[config.mk]
export PLATFORM = sky130hd
export DESIGN_NAME = serial_deserializer_flat
export DESIGN_NICKNAME = d
export VERILOG_FILES = /design/src/rtl/serial_deserializer_pkg.sv /design/src/rtl/serial_deserializer_if.sv /design/src/rtl/serial_deserializer_ctrl.sv /design/src/rtl/serial_deserializer.sv /design/src/flat_wrapper.sv
export SDC_FILE = /design/constraint.sdc
export NUM_CORES = 1
export LEC_CHECK = 0
export CORE_MARGIN = 1.5
export CORE_UTILIZATION = 48
export DETAILED_ROUTE_END_ITERATION = 6
export PLACE_DENSITY = 0.76
export SLEW_MARGIN = 5
export SYNTH_ARGS = -nofsm -noshare
export SYNTH_HDL_FRONTEND = slang
export SYNTH_SLANG_ARGS = --single-unit
[constraint.sdc]
create_clock -name clk -period 3.73 [get_ports clk]
set_input_delay 0.9325 -clock clk [delete_from_list [all_inputs] [get_ports clk]]
set_output_delay 0.9325 -clock clk [all_outputs]
set_load 0.02 [all_outputs]
[src/rtl/serial_deserializer_pkg.sv]
// Shared definitions for the serial deserializer.
// Holds the FSM state encoding, the default word width and the frame
// marker bit values used by both the controller and the datapath.
package serial_deserializer_pkg;

  localparam int DEFAULT_WIDTH = 8;

  // Frame markers: a frame opens with a 1 and closes with a 0.
  localparam logic START_BIT = 1'b1;
  localparam logic STOP_BIT  = 1'b0;

  // 2-bit state encoding; 2'b11 is unused and recovers to ST_IDLE.
  typedef enum logic [1:0] {
    ST_IDLE  = 2'b00,
    ST_SHIFT = 2'b01,
    ST_STOP  = 2'b10
  } state_t;

endpackage

[src/rtl/serial_deserializer_if.sv]
// Word-side and serial-side signal bundle of the serial deserializer.
//   d, en, ready          : driven by the producer/consumer (master)
//   q, valid, busy,
//   frame_err, overrun    : driven by the deserializer (slave)
interface serial_deserializer_if #(
  parameter int WIDTH = serial_deserializer_pkg::DEFAULT_WIDTH
);
  logic             d;
  logic             en;
  logic             ready;
  logic [WIDTH-1:0] q;
  logic             valid;
  logic             busy;
  logic             frame_err;
  logic             overrun;

  modport master (
    output d, en, ready,
    input  q, valid, busy, frame_err, overrun
  );

  modport slave (
    input  d, en, ready,
    output q, valid, busy, frame_err, overrun
  );
endinterface

[src/rtl/serial_deserializer_ctrl.sv]
// Frame-sequencing FSM and data-bit counter of the serial deserializer.
// Ports:
//   clk, reset  : clock, synchronous active-high reset
//   en, d       : sample enable and sampled serial bit
//   shift_en    : comb, shift d into the shift register this edge
//   load_req    : comb, valid stop bit sampled this edge (word complete)
//   frame_err   : registered one-cycle pulse, stop bit sampled as 1
//   busy        : registered, frame reception in progress
module serial_deserializer_ctrl
  import serial_deserializer_pkg::*;
#(
  parameter int WIDTH = DEFAULT_WIDTH
) (
  input  logic clk,
  input  logic reset,
  input  logic en,
  input  logic d,
  output logic shift_en,
  output logic load_req,
  output logic frame_err,
  output logic busy
);

  localparam int CW = (WIDTH > 1) ? $clog2(WIDTH) : 1;
  localparam logic [CW-1:0] LAST_BIT = CW'(WIDTH - 1);

  state_t        state, state_n;
  logic [CW-1:0] cnt, cnt_n;
  logic          frame_err_n;

  // NOTE: registers use non-blocking assignments so every flop samples
  // pre-edge values; blocking here would create order-dependent races.
  always_ff @(posedge clk) begin
    if (reset) begin
      state     <= ST_IDLE;
      cnt       <= '0;
      busy      <= 1'b0;
      frame_err <= 1'b0;
    end else begin
      state     <= state_n;
      cnt       <= cnt_n;
      // busy tracks the state actually entered, so it is a clean flop output.
      busy      <= (state_n != ST_IDLE);
      frame_err <= frame_err_n;
    end
  end

  always_comb begin
    // NOTE: every output of this block gets a default first; a path that
    // leaves one unassigned would infer a latch.
    state_n     = state;
    cnt_n       = cnt;
    shift_en    = 1'b0;
    load_req    = 1'b0;
    frame_err_n = 1'b0;

    unique case (state)
      ST_IDLE: begin
        if (en && d == START_BIT) begin
          state_n = ST_SHIFT;
          cnt_n   = '0;
        end
      end

      ST_SHIFT: begin
        if (en) begin
          shift_en = 1'b1;
          // Counter saturates at the last bit index rather than wrapping.
          if (cnt == LAST_BIT) state_n = ST_STOP;
          else                 cnt_n   = cnt + 1'b1;
        end
      end

      ST_STOP: begin
        if (en) begin
          state_n = ST_IDLE;
          if (d == STOP_BIT) load_req    = 1'b1;
          else               frame_err_n = 1'b1;
        end
      end

      // Unused encoding: recover unconditionally, independent of en.
      default: state_n = ST_IDLE;
    endcase
  end

endmodule

[src/rtl/serial_deserializer.sv]
// Serial deserializer: assembles start/data(LSB-first)/stop frames from a
// 1-bit stream into WIDTH-bit words, presented via valid/ready.
// Ports:
//   clk   : system clock, rising edge
//   reset : synchronous, active-high
//   bus   : slave side of serial_deserializer_if
//           (d, en, ready in; q, valid, busy, frame_err, overrun out)
module serial_deserializer
  import serial_deserializer_pkg::*;
#(
  parameter int WIDTH = DEFAULT_WIDTH
) (
  input  logic                 clk,
  input  logic                 reset,
  serial_deserializer_if.slave bus
);

  logic             shift_en;
  logic             load_req;
  logic [WIDTH-1:0] sreg;
  logic             load;
  logic             drop;

  serial_deserializer_ctrl #(.WIDTH(WIDTH)) u_ctrl (
    .clk       (clk),
    .reset     (reset),
    .en        (bus.en),
    .d         (bus.d),
    .shift_en  (shift_en),
    .load_req  (load_req),
    .frame_err (bus.frame_err),
    .busy      (bus.busy)
  );

  // A completed word is accepted if the output slot is empty or is being
  // consumed on this same edge; otherwise it is dropped and flagged.
  assign load = load_req && (!bus.valid || bus.ready);
  assign drop = load_req &&   bus.valid && !bus.ready;

  always_ff @(posedge clk) begin
    if (reset) begin
      // NOTE: the shift register is reset too; it is a handful of flops,
      // and a known value keeps q deterministic after any reset.
      sreg        <= '0;
      bus.q       <= '0;
      bus.valid   <= 1'b0;
      bus.overrun <= 1'b0;
    end else begin
      if (shift_en) sreg <= {bus.d, sreg[WIDTH-1:1]};

      if (load) begin
        bus.q     <= sreg;
        bus.valid <= 1'b1;
      end else if (bus.valid && bus.ready) begin
        bus.valid <= 1'b0;
      end

      // Sticky until reset.
      if (drop) bus.overrun <= 1'b1;
    end
  end

endmodule
[src/flat_wrapper.sv]
// flat-port wrapper written by rule: the top's interface ports become plain ports
module serial_deserializer_flat import serial_deserializer_pkg::*;
#(
  parameter int WIDTH = DEFAULT_WIDTH
)
  (clk, reset, bus_d, bus_en, bus_ready, bus_q, bus_valid, bus_busy, bus_frame_err, bus_overrun);
  serial_deserializer_if #(.WIDTH(WIDTH)) bus_i ();
  input  logic clk;
  input  logic reset;
  input wire logic [$bits(bus_i.d)-1:0] bus_d;
  input wire logic [$bits(bus_i.en)-1:0] bus_en;
  input wire logic [$bits(bus_i.ready)-1:0] bus_ready;
  output wire logic [$bits(bus_i.q)-1:0] bus_q;
  output wire logic [$bits(bus_i.valid)-1:0] bus_valid;
  output wire logic [$bits(bus_i.busy)-1:0] bus_busy;
  output wire logic [$bits(bus_i.frame_err)-1:0] bus_frame_err;
  output wire logic [$bits(bus_i.overrun)-1:0] bus_overrun;
  assign bus_i.d = bus_d;
  assign bus_i.en = bus_en;
  assign bus_i.ready = bus_ready;
  assign bus_q = bus_i.q;
  assign bus_valid = bus_i.valid;
  assign bus_busy = bus_i.busy;
  assign bus_frame_err = bus_i.frame_err;
  assign bus_overrun = bus_i.overrun;
  serial_deserializer #(.WIDTH(WIDTH)) u_core (.clk(clk), .reset(reset), .bus(bus_i));
endmodule
# Word-level counts from Yosys, hierarchy flattened
# Cells that the tools add are included.
[word_totals] regBits=25 latch_bits=0 ramBits=0 romBits=0 inputBits=5 wordCells=48 n_memories=0
[op_classes] n_addsub=1 multipliers=0 div_mod_pow=0 n_lt_le_gt_ge=0 n_eq_ne=6 shifts=0 mux=17 n_bitwise=2 reduce_logical=14
[op_table] cell="2-to-1 mux 3 bit" n=3
[op_table] cell="2-to-1 mux 1 bit" n=8
[op_table] cell="2-to-1 mux 2 bit" n=4
[op_table] cell="inequality test 2 bit, second input constant" n=3
[op_table] cell="one-hot mux 2 bit (3 select lines)" n=1
[op_table] cell="one-hot mux 3 bit (2 select lines)" n=1
[op_table] cell="nonzero test 2 bit" n=3
[op_table] cell="logical AND 1 bit" n=5
[op_table] cell="AND reduction 4 bit" n=1
[op_table] cell="adder 3 x 1 -> 3 bit, second input constant" n=1
[op_table] cell="== test 3 bit, second input constant" n=1
[op_table] cell="OR reduction 3 bit" n=1
[op_table] cell="== test 2 x 1 -> 1 bit, second input constant" n=1
[op_table] cell="== test 2 bit, second input constant" n=1
[op_table] cell="zero test 1 bit" n=2
[op_table] cell="zero test 2 bit" n=1
[op_table] cell="NOT 1 bit" n=2
[op_table] cell="logical OR 1 bit" n=1

# Logic depth before layout (Yosys ltp)
# Gate-level depths: netlist of the first run.
[logic_depth] depth_word=5 depth_mapped=5 mapped_depth_nobuf=5

# Hierarchy
# Synthesis of the first run repeated with hierarchy kept, for this count alone.
[unflattened] cells_unflattened=105 hier_area_um2=1091.0
[by_module_without_submodules] mod="serial_deserializer" instances=1 cells_each=68 area_each_um2=718.2 seq_area_each_um2=360.3
[by_module_without_submodules] mod="serial_deserializer_ctrl" instances=1 cells_each=37 area_each_um2=372.9 seq_area_each_um2=140.1

# Worst setup path before layout of the first run
# No wires, ideal clock.
[synth_timing] kind="input to register" start="in reset" end="reg u_core.u_ctrl.cnt[0]" setup_time_ns=0.101 t_arrival_ns=1.588 required_time_ns=3.629 path_slack_ns=2.041 cell_stages=2 path_buffers=0 path_cell_list="or4b_1 > o41ai_1"
[synth_lines] item="start, declared" line="flat_wrapper.sv:9" rtl="input logic reset;"
[synth_lines] item="end signal, assigned" line="serial_deserializer_ctrl.sv:41" rtl="cnt <= cnt_n;"
[synth_lines] item="end, declared" line="serial_deserializer_ctrl.sv:28" rtl="logic [CW-1:0] cnt, cnt_n;"

# Worst setup path in the final report of the first run
[layout_timing] start="reg u_core.bus.valid" end="out bus_valid"
[layout_lines] item="start, declared" line="serial_deserializer_if.sv:24" rtl="output q, valid, busy, frame_err, overrun"
[layout_lines] item="start signal, assigned" line="serial_deserializer.sv:46" rtl="bus.valid <= 1'b0;"
[layout_lines] item="start signal, assigned" line="serial_deserializer.sv:53" rtl="bus.valid <= 1'b1;"
[layout_lines] item="start signal, assigned" line="serial_deserializer.sv:55" rtl="bus.valid <= 1'b0;"
[layout_lines] item="end, declared" line="flat_wrapper.sv:14" rtl="output wire logic [$bits(bus_i.valid)-1:0] bus_valid;"
# No word-level cell between the ends.

==> results of run 1 <==
[worst paths after layout]
kind | from | end | depth (start not counted)
worst min-delay path | u_core.sreg[0] | u_core.bus.q[0] | 2
worst max-delay path | u_core.bus.valid | bus_valid | 1
worst max register to register | u_core.u_ctrl.cnt[0] | u_core.u_ctrl.cnt[1] | 5
worst min register to register | u_core.sreg[0] | u_core.bus.q[0] | 2
[power by group]
group	switching, W	total [W]	internal [W]
Clock	0.0000788	0.000120	0.0000408
Combinational	0.0000136	0.0000257	0.0000120
Sequential	0.00000280	0.000272	0.000269
Total	0.0000953	0.000418	0.000322
[cell usage in the layout (no fill, tap or decap), types with 2 or more instances in the layout]
master	netlist	layout
a21oi_1	12	12
nand3_1	8	8
nor2_1	13	13
o41ai_1	2	2
inv_1	2	2
clkdlybuf4s50_1	0	16
o21ai_0	8	8
clkbuf_4	0	3
ha_1	2	2
o311ai_1	2	2
dfxtp_1	25	25
nand3b_1	2	2
mux2i_1	8	8
[synth_stat cells (all sizes together)]
cell / count
nand4bb: 1
a21oi: 12
ha: 2
and2: 1
buf: 3
or2: 1
dfxtp: 25
o311ai: 2
o31ai: 1
mux2i: 8
and4bb: 1
clkbuf: 4
nand2: 1
and3: 1
or4b: 1
and3b: 1
nand3b: 2
o41ai: 2
nand4b: 1
nor2b: 1
nand2b: 2
or4: 1
inv: 2
o22ai: 1
nor2: 13
o21ai: 8
nand3: 8
a2bb2oi: 1
[metal layers]
metal	global-route usage [%]	wire length [um]
met5	0	0
met4	4.286	14
met3	2.761	37
met2	26.80	838
met1	22.35	933
[cell families (layout without fill, tap and decap cells)]
kind of cell / Yosys count / count (layout) / share of synthesized area, %
simple gates: 36 / 36 / 21.05
buf+inv: 9 / 23 / 4.284
mux: 8 / 8 / 7.834
fa+ha+maj: 2 / 2 / 2.448
flops: 25 / 25 / 48.96
compound gates: 27 / 27 / 15.42
[sequential cells by signal, summed over array words and instances, names as in the netlist]
name and count:
u_core.u_ctrl.state 2, u_core.bus.valid 1, u_core.u_ctrl.frame_err 1, u_core.u_ctrl.busy 1
u_core.sreg 8, u_core.bus.overrun 1, u_core.u_ctrl.cnt 3, u_core.bus.q 8
[per-stage QoR]
stage | area, sq um | instances | setup WS (ns) | hold WS, ns | total power, W
final | 1217 | 148 | 1.521 | 0.4831 | 0.0004175
after global routing | 1217 | 148 | 1.464 | 0.5067 | 0.0004350
after CTS | 1217 | 148 | 1.506 | 0.4851 | 0.0004220
after detailed placement | 1187 | 144 | 1.231 | 0.4649 | 0.0003038
after global placement | 1187 | 144 | 1.303 | 0.4609 | 0.0003031
after floorplan | 1022 | 107 | 2.041 | 0.4434 | 0.0002944
[layout make-up]
type / count / area, sq um / share of cell area, %
Timing Repair Buffer: 17 / 167.7 / 13.77
Sequential cell: 25 / 500.5 / 41.11
Multi-Input combinational cell: 73 / 478.0 / 39.26
Inverter: 2 / 7.507 / 0.6166
Clock inverter: 1 / 7.507 / 0.6166
Tap cell: 27 / 33.78 / 2.775
Clock buffer: 3 / 22.52 / 1.850
==> flow_metrics.env, run 1 <==
export IMPL_io_pins=17
export IMPL_worstPathArrival_ns=1.28
export IMPL_reg2reg_setup_slack_ns=2.07
export IMPL_antennaDiodeCount=0
export IMPL_drive_gt1_share_pct=7.438
export IMPL_worst_slew_pin_slew_ns=0.5157
export IMPL_fillers=180
export IMPL_post_drt_wl_per_cell_um=12.32
export IMPL_path_delay_family="buffers and inverters"
export IMPL_coreArea_sq_mm=0.001982
export IMPL_drtIter0Drc=14
export IMPL_avgViaCountPerCell=5.324
export IMPL_end_kind="primary output"
export IMPL_synth_area_leaders="dfxtp_1 49%, mux2i_1 7.8%, a21oi_1 5.9%"
export IMPL_yosysSeqAreaShare_pct=48.96
export IMPL_dieArea_sq_mm=0.002416
export IMPL_cts_inserted_buffers=3
export IMPL_synth_seq_cells=25
export IMPL_cts_buffer_depth=2
export IMPL_synth_cell_types=30
export IMPL_report_final_slew_viol_count=0
export IMPL_vias=788
export IMPL_synth_top_area_cell="dfxtp_1"
export IMPL_required_ns=2.80
export IMPL_hold_buffers=0
export IMPL_grt_pass1_wl_um=3139
export IMPL_crit_slowest_cell="clkdlybuf4s50_1"
export IMPL_start_kind="flip-flop"
export IMPL_finalHoldViolCount=0
export IMPL_crit_chain="clkdlybuf4s50_1"
export IMPL_critPathMaxStageDelay_ns=0.60
export IMPL_synth_cells=107
export IMPL_leakagePower_nw=0.4753
export IMPL_cap_violations=0
export IMPL_firstDrtPassIters=4
export IMPL_rsz0062_at_grt="no"
export IMPL_slew_headroom_pct=65.51
export IMPL_cp_max_fo=3
export IMPL_ctsResizeCount=0
export IMPL_cts_tree="built"
export IMPL_max_freq_mhz=452.6
export IMPL_globalplace_congestion=0.6897
export IMPL_utilization_pct=61.43
export IMPL_ys_warn_count=0
export IMPL_syn_num_nets=114
export IMPL_syn_area_sq_mm=0.001022
export IMPL_grt_pass1_vias=708
export IMPL_fp_dieW_um=49.15
export IMPL_portBuffers=16
export IMPL_postRouteAntennaNets=0
export IMPL_ir_drop_v=0.0002720
export IMPL_fin_crit_sh_pct=59.23
export IMPL_die_h_um=49.15
export IMPL_final_nets=129
export IMPL_clock_root_buffer="clkbuf_4"
export IMPL_grt_max_degree=25
export IMPL_skew_ns=0.005279
export IMPL_netlist_area_leader_share_pct=48.96
export IMPL_htree_num_levels=1
export IMPL_path_clk_slew_ns=0.14
export IMPL_start_util_pct=51.58
export IMPL_area_growth_syn_to_layout_pct=19.09
export IMPL_cts_sinks=25
export IMPL_critical_path_class="flip-flop to primary output"
export IMPL_drc=0
export IMPL_p_per_area_mw_per_mm2=343.0
export IMPL_min_path_type="flip-flop to flip-flop"
export IMPL_setup_tns_ns=0
export IMPL_final_setup_viol_count=0
export IMPL_rows=16
export IMPL_syn_area_per_cell_sq_um=9.554
export IMPL_period_minus_slack_ns=2.209
export IMPL_clock_latency_ns=0.31
export IMPL_drt_total_wl_um=1824
export IMPL_status="completed"
export IMPL_dp_hpwl_um=1363
export IMPL_antenna_found_initial=0
export IMPL_post_cts_setup_buffer_count=0
export IMPL_overflow=0
export IMPL_cp_buffers_inverters=1
export IMPL_track_usage_pct=16.38
Power figures use the tool's default switching activity.
==> run 2, diff against run 1 <==
- clock period: 3.73 -> 2.1 ns (I/O delays scaled with it)
==> flow_metrics.env, run 2 (same netlist as run 1, synthesis figures left out) <==
export IMPL_status="completed"
export IMPL_swShare_pct=21.95
export IMPL_hold_buffers=0
export IMPL_avgViaCountPerCell=5.329
export IMPL_r2r_start="u_core.u_ctrl.cnt[0]"
export IMPL_rsz0062_at_grt="no"
export IMPL_grt_max_degree=24
export IMPL_seqPwrFrac_pct=65.6
export IMPL_firstDrtPassIters=4
export IMPL_hold_ws_ns=0.4844
export IMPL_multi_input_area_sq_um=478.0
export IMPL_drt_total_wl_um=1943
export IMPL_clock_latency_ns=0.30
export IMPL_start_kind="flip-flop"
export IMPL_globalplace_congestion=0.7277
export IMPL_dp_hpwl_um=1386
export IMPL_p_per_area_mw_per_mm2=602.7
export IMPL_area_growth_syn_to_layout_pct=19.46
export IMPL_whs_endpoint="u_core.bus.q[4]"
export IMPL_overflow=0
export IMPL_comb_power_share_pct=6.5
export IMPL_r2r_cells=5
export IMPL_track_usage_pct=18.39
export IMPL_drc=0
export IMPL_dieArea_sq_mm=0.002416
export IMPL_seq_area_sq_um=500.5
export IMPL_post_drt_wl_per_cell_um=13.04
export IMPL_final_common_cell="dfxtp_1"
export IMPL_coreArea_sq_mm=0.001982
export IMPL_layout_common_cells="25 x dfxtp_1, 16 x clkdlybuf4s50_1, 13 x nor2_1"
export IMPL_cp_buffers_inverters=1
export IMPL_grt_pass1_vias=768
export IMPL_reg2reg_setup_slack_ns=0.43
export IMPL_period_minus_slack_ns=1.797
export IMPL_clkPwrFrac_pct=27.9
export IMPL_final_setup_viol_count=0
export IMPL_cap_violations=0
export IMPL_leakagePower_nw=0.4806
export IMPL_fp_dieW_um=49.15
export IMPL_internal_power_w=0.0005745
export IMPL_start_util_pct=51.58
export IMPL_antennaDiodeCount=0
export IMPL_cp_max_fo=2
export IMPL_io_pins=17
export IMPL_skew_ns=0.004698
export IMPL_setup_tns_ns=0
export IMPL_portBuffers=16
export IMPL_finalHoldViolCount=0
export IMPL_vias=794
export IMPL_cts_buffer_depth=2
export IMPL_rows=16
export IMPL_fillers=162
export IMPL_postRouteAntennaNets=0
export IMPL_clock_root_buffer="clkbuf_4"
export IMPL_min_from="u_core.bus.q[4]"
export IMPL_holdPathStages=2
export IMPL_end_kind="primary output"
export IMPL_drive_gt1_share_pct=7.377
export IMPL_slew_headroom_pct=67.22
export IMPL_required_ns=1.57
export IMPL_cts_tree="built"
export IMPL_cts_sinks=25
export IMPL_critical_path_class="flip-flop to primary output"
export IMPL_critPathMaxStageDelay_ns=0.61
export IMPL_top_regs="u_core.bus.q x8, u_core.sreg x8, u_core.u_ctrl.cnt x3"
export IMPL_ctsResizeCount=0
export IMPL_fin_crit_sh_pct=85.57
export IMPL_ir_drop_v=0.0004015
export IMPL_grt_pass1_wl_um=3498
export IMPL_worst_slew_pin_slew_ns=0.4906
export IMPL_netSwitchingPower_w=0.0001616
export IMPL_min_path_type="flip-flop to flip-flop"
export IMPL_die_h_um=49.15
export IMPL_worstPathArrival_ns=1.27
export IMPL_path_delay_family="buffers and inverters"
export IMPL_path_clk_slew_ns=0.13
export IMPL_htree_num_levels=1
export IMPL_drtIter0Drc=13
export IMPL_crit_slowest_cell="clkdlybuf4s50_1"
export IMPL_max_freq_mhz=556.5
export IMPL_final_nets=130
export IMPL_r2r_end="u_core.u_ctrl.cnt[1]"
export IMPL_report_final_slew_viol_count=0
export IMPL_post_cts_setup_buffer_count=0
export IMPL_crit_chain="clkdlybuf4s50_1"
export IMPL_antenna_found_initial=0
export IMPL_cts_inserted_buffers=3
[run 2: metrics by stage]
step	cell area, sq um	setup WS (ns)	utilization, %	total power [W]	instances
after global placement	1195	0.1440	60.29	0.0005390	145
after floorplan	1022	0.5639	-	0.0005229	107
final	1221	0.3031	61.62	0.0007361	149
after global routing	1221	0.2176	61.62	0.0007697	149
after CTS	1221	0.2925	61.62	0.0007436	149
after detailed placement	1195	0.08855	60.29	0.0005405	145
[run 2: how the worst max path moves through the flow]
stage | start | end | slack (ns) | cells past startpoint
after floorplan | u_core.u_ctrl.cnt[0] | u_core.u_ctrl.cnt[1] | 0.56 | 5
after global placement | bus_en | u_core.u_ctrl.cnt[1] | 0.14 | 4
after detailed placement | bus_en | u_core.bus.q[3] | 0.09 | 4
after CTS | u_core.bus.q[1] | bus_q[1] | 0.29 | 1
after global routing | u_core.bus.valid | bus_valid | 0.22 | 1
final | u_core.bus.q[3] | bus_q[3] | 0.30 | 1
[run 2: layer usage]
metal  global-route usage (%)  wire [um]  up-vias
met1                    26.09        971      374
met2                    29.28        935        5
met3                    3.067         35        0
li1                         -          -      415
met5                        0          0        -
met4                    4.286          0        0
[run 2: final cells by class]
class / instances / share of cell area [%]
repair buffers: 18 / 14.34
flip-flops and latches: 25 / 40.98
inverters: 2 / 0.6148
multi-input cells: 73 / 39.14
clock buffers: 4 / 2.152
well taps: 27 / 2.766
[run 2: power by group through the flow]
stage | clock network, W | logic, W | registers (W)
finish | 0.000206 | 0.0000475 | 0.000483
global route | 0.000234 | 0.0000518 | 0.000484
global placement | 0 | 0.0000456 | 0.000493
floorplan | 0 | 0.0000304 | 0.000492
CTS | 0.000213 | 0.0000472 | 0.000483
detailed placement | 0 | 0.0000471 | 0.000493
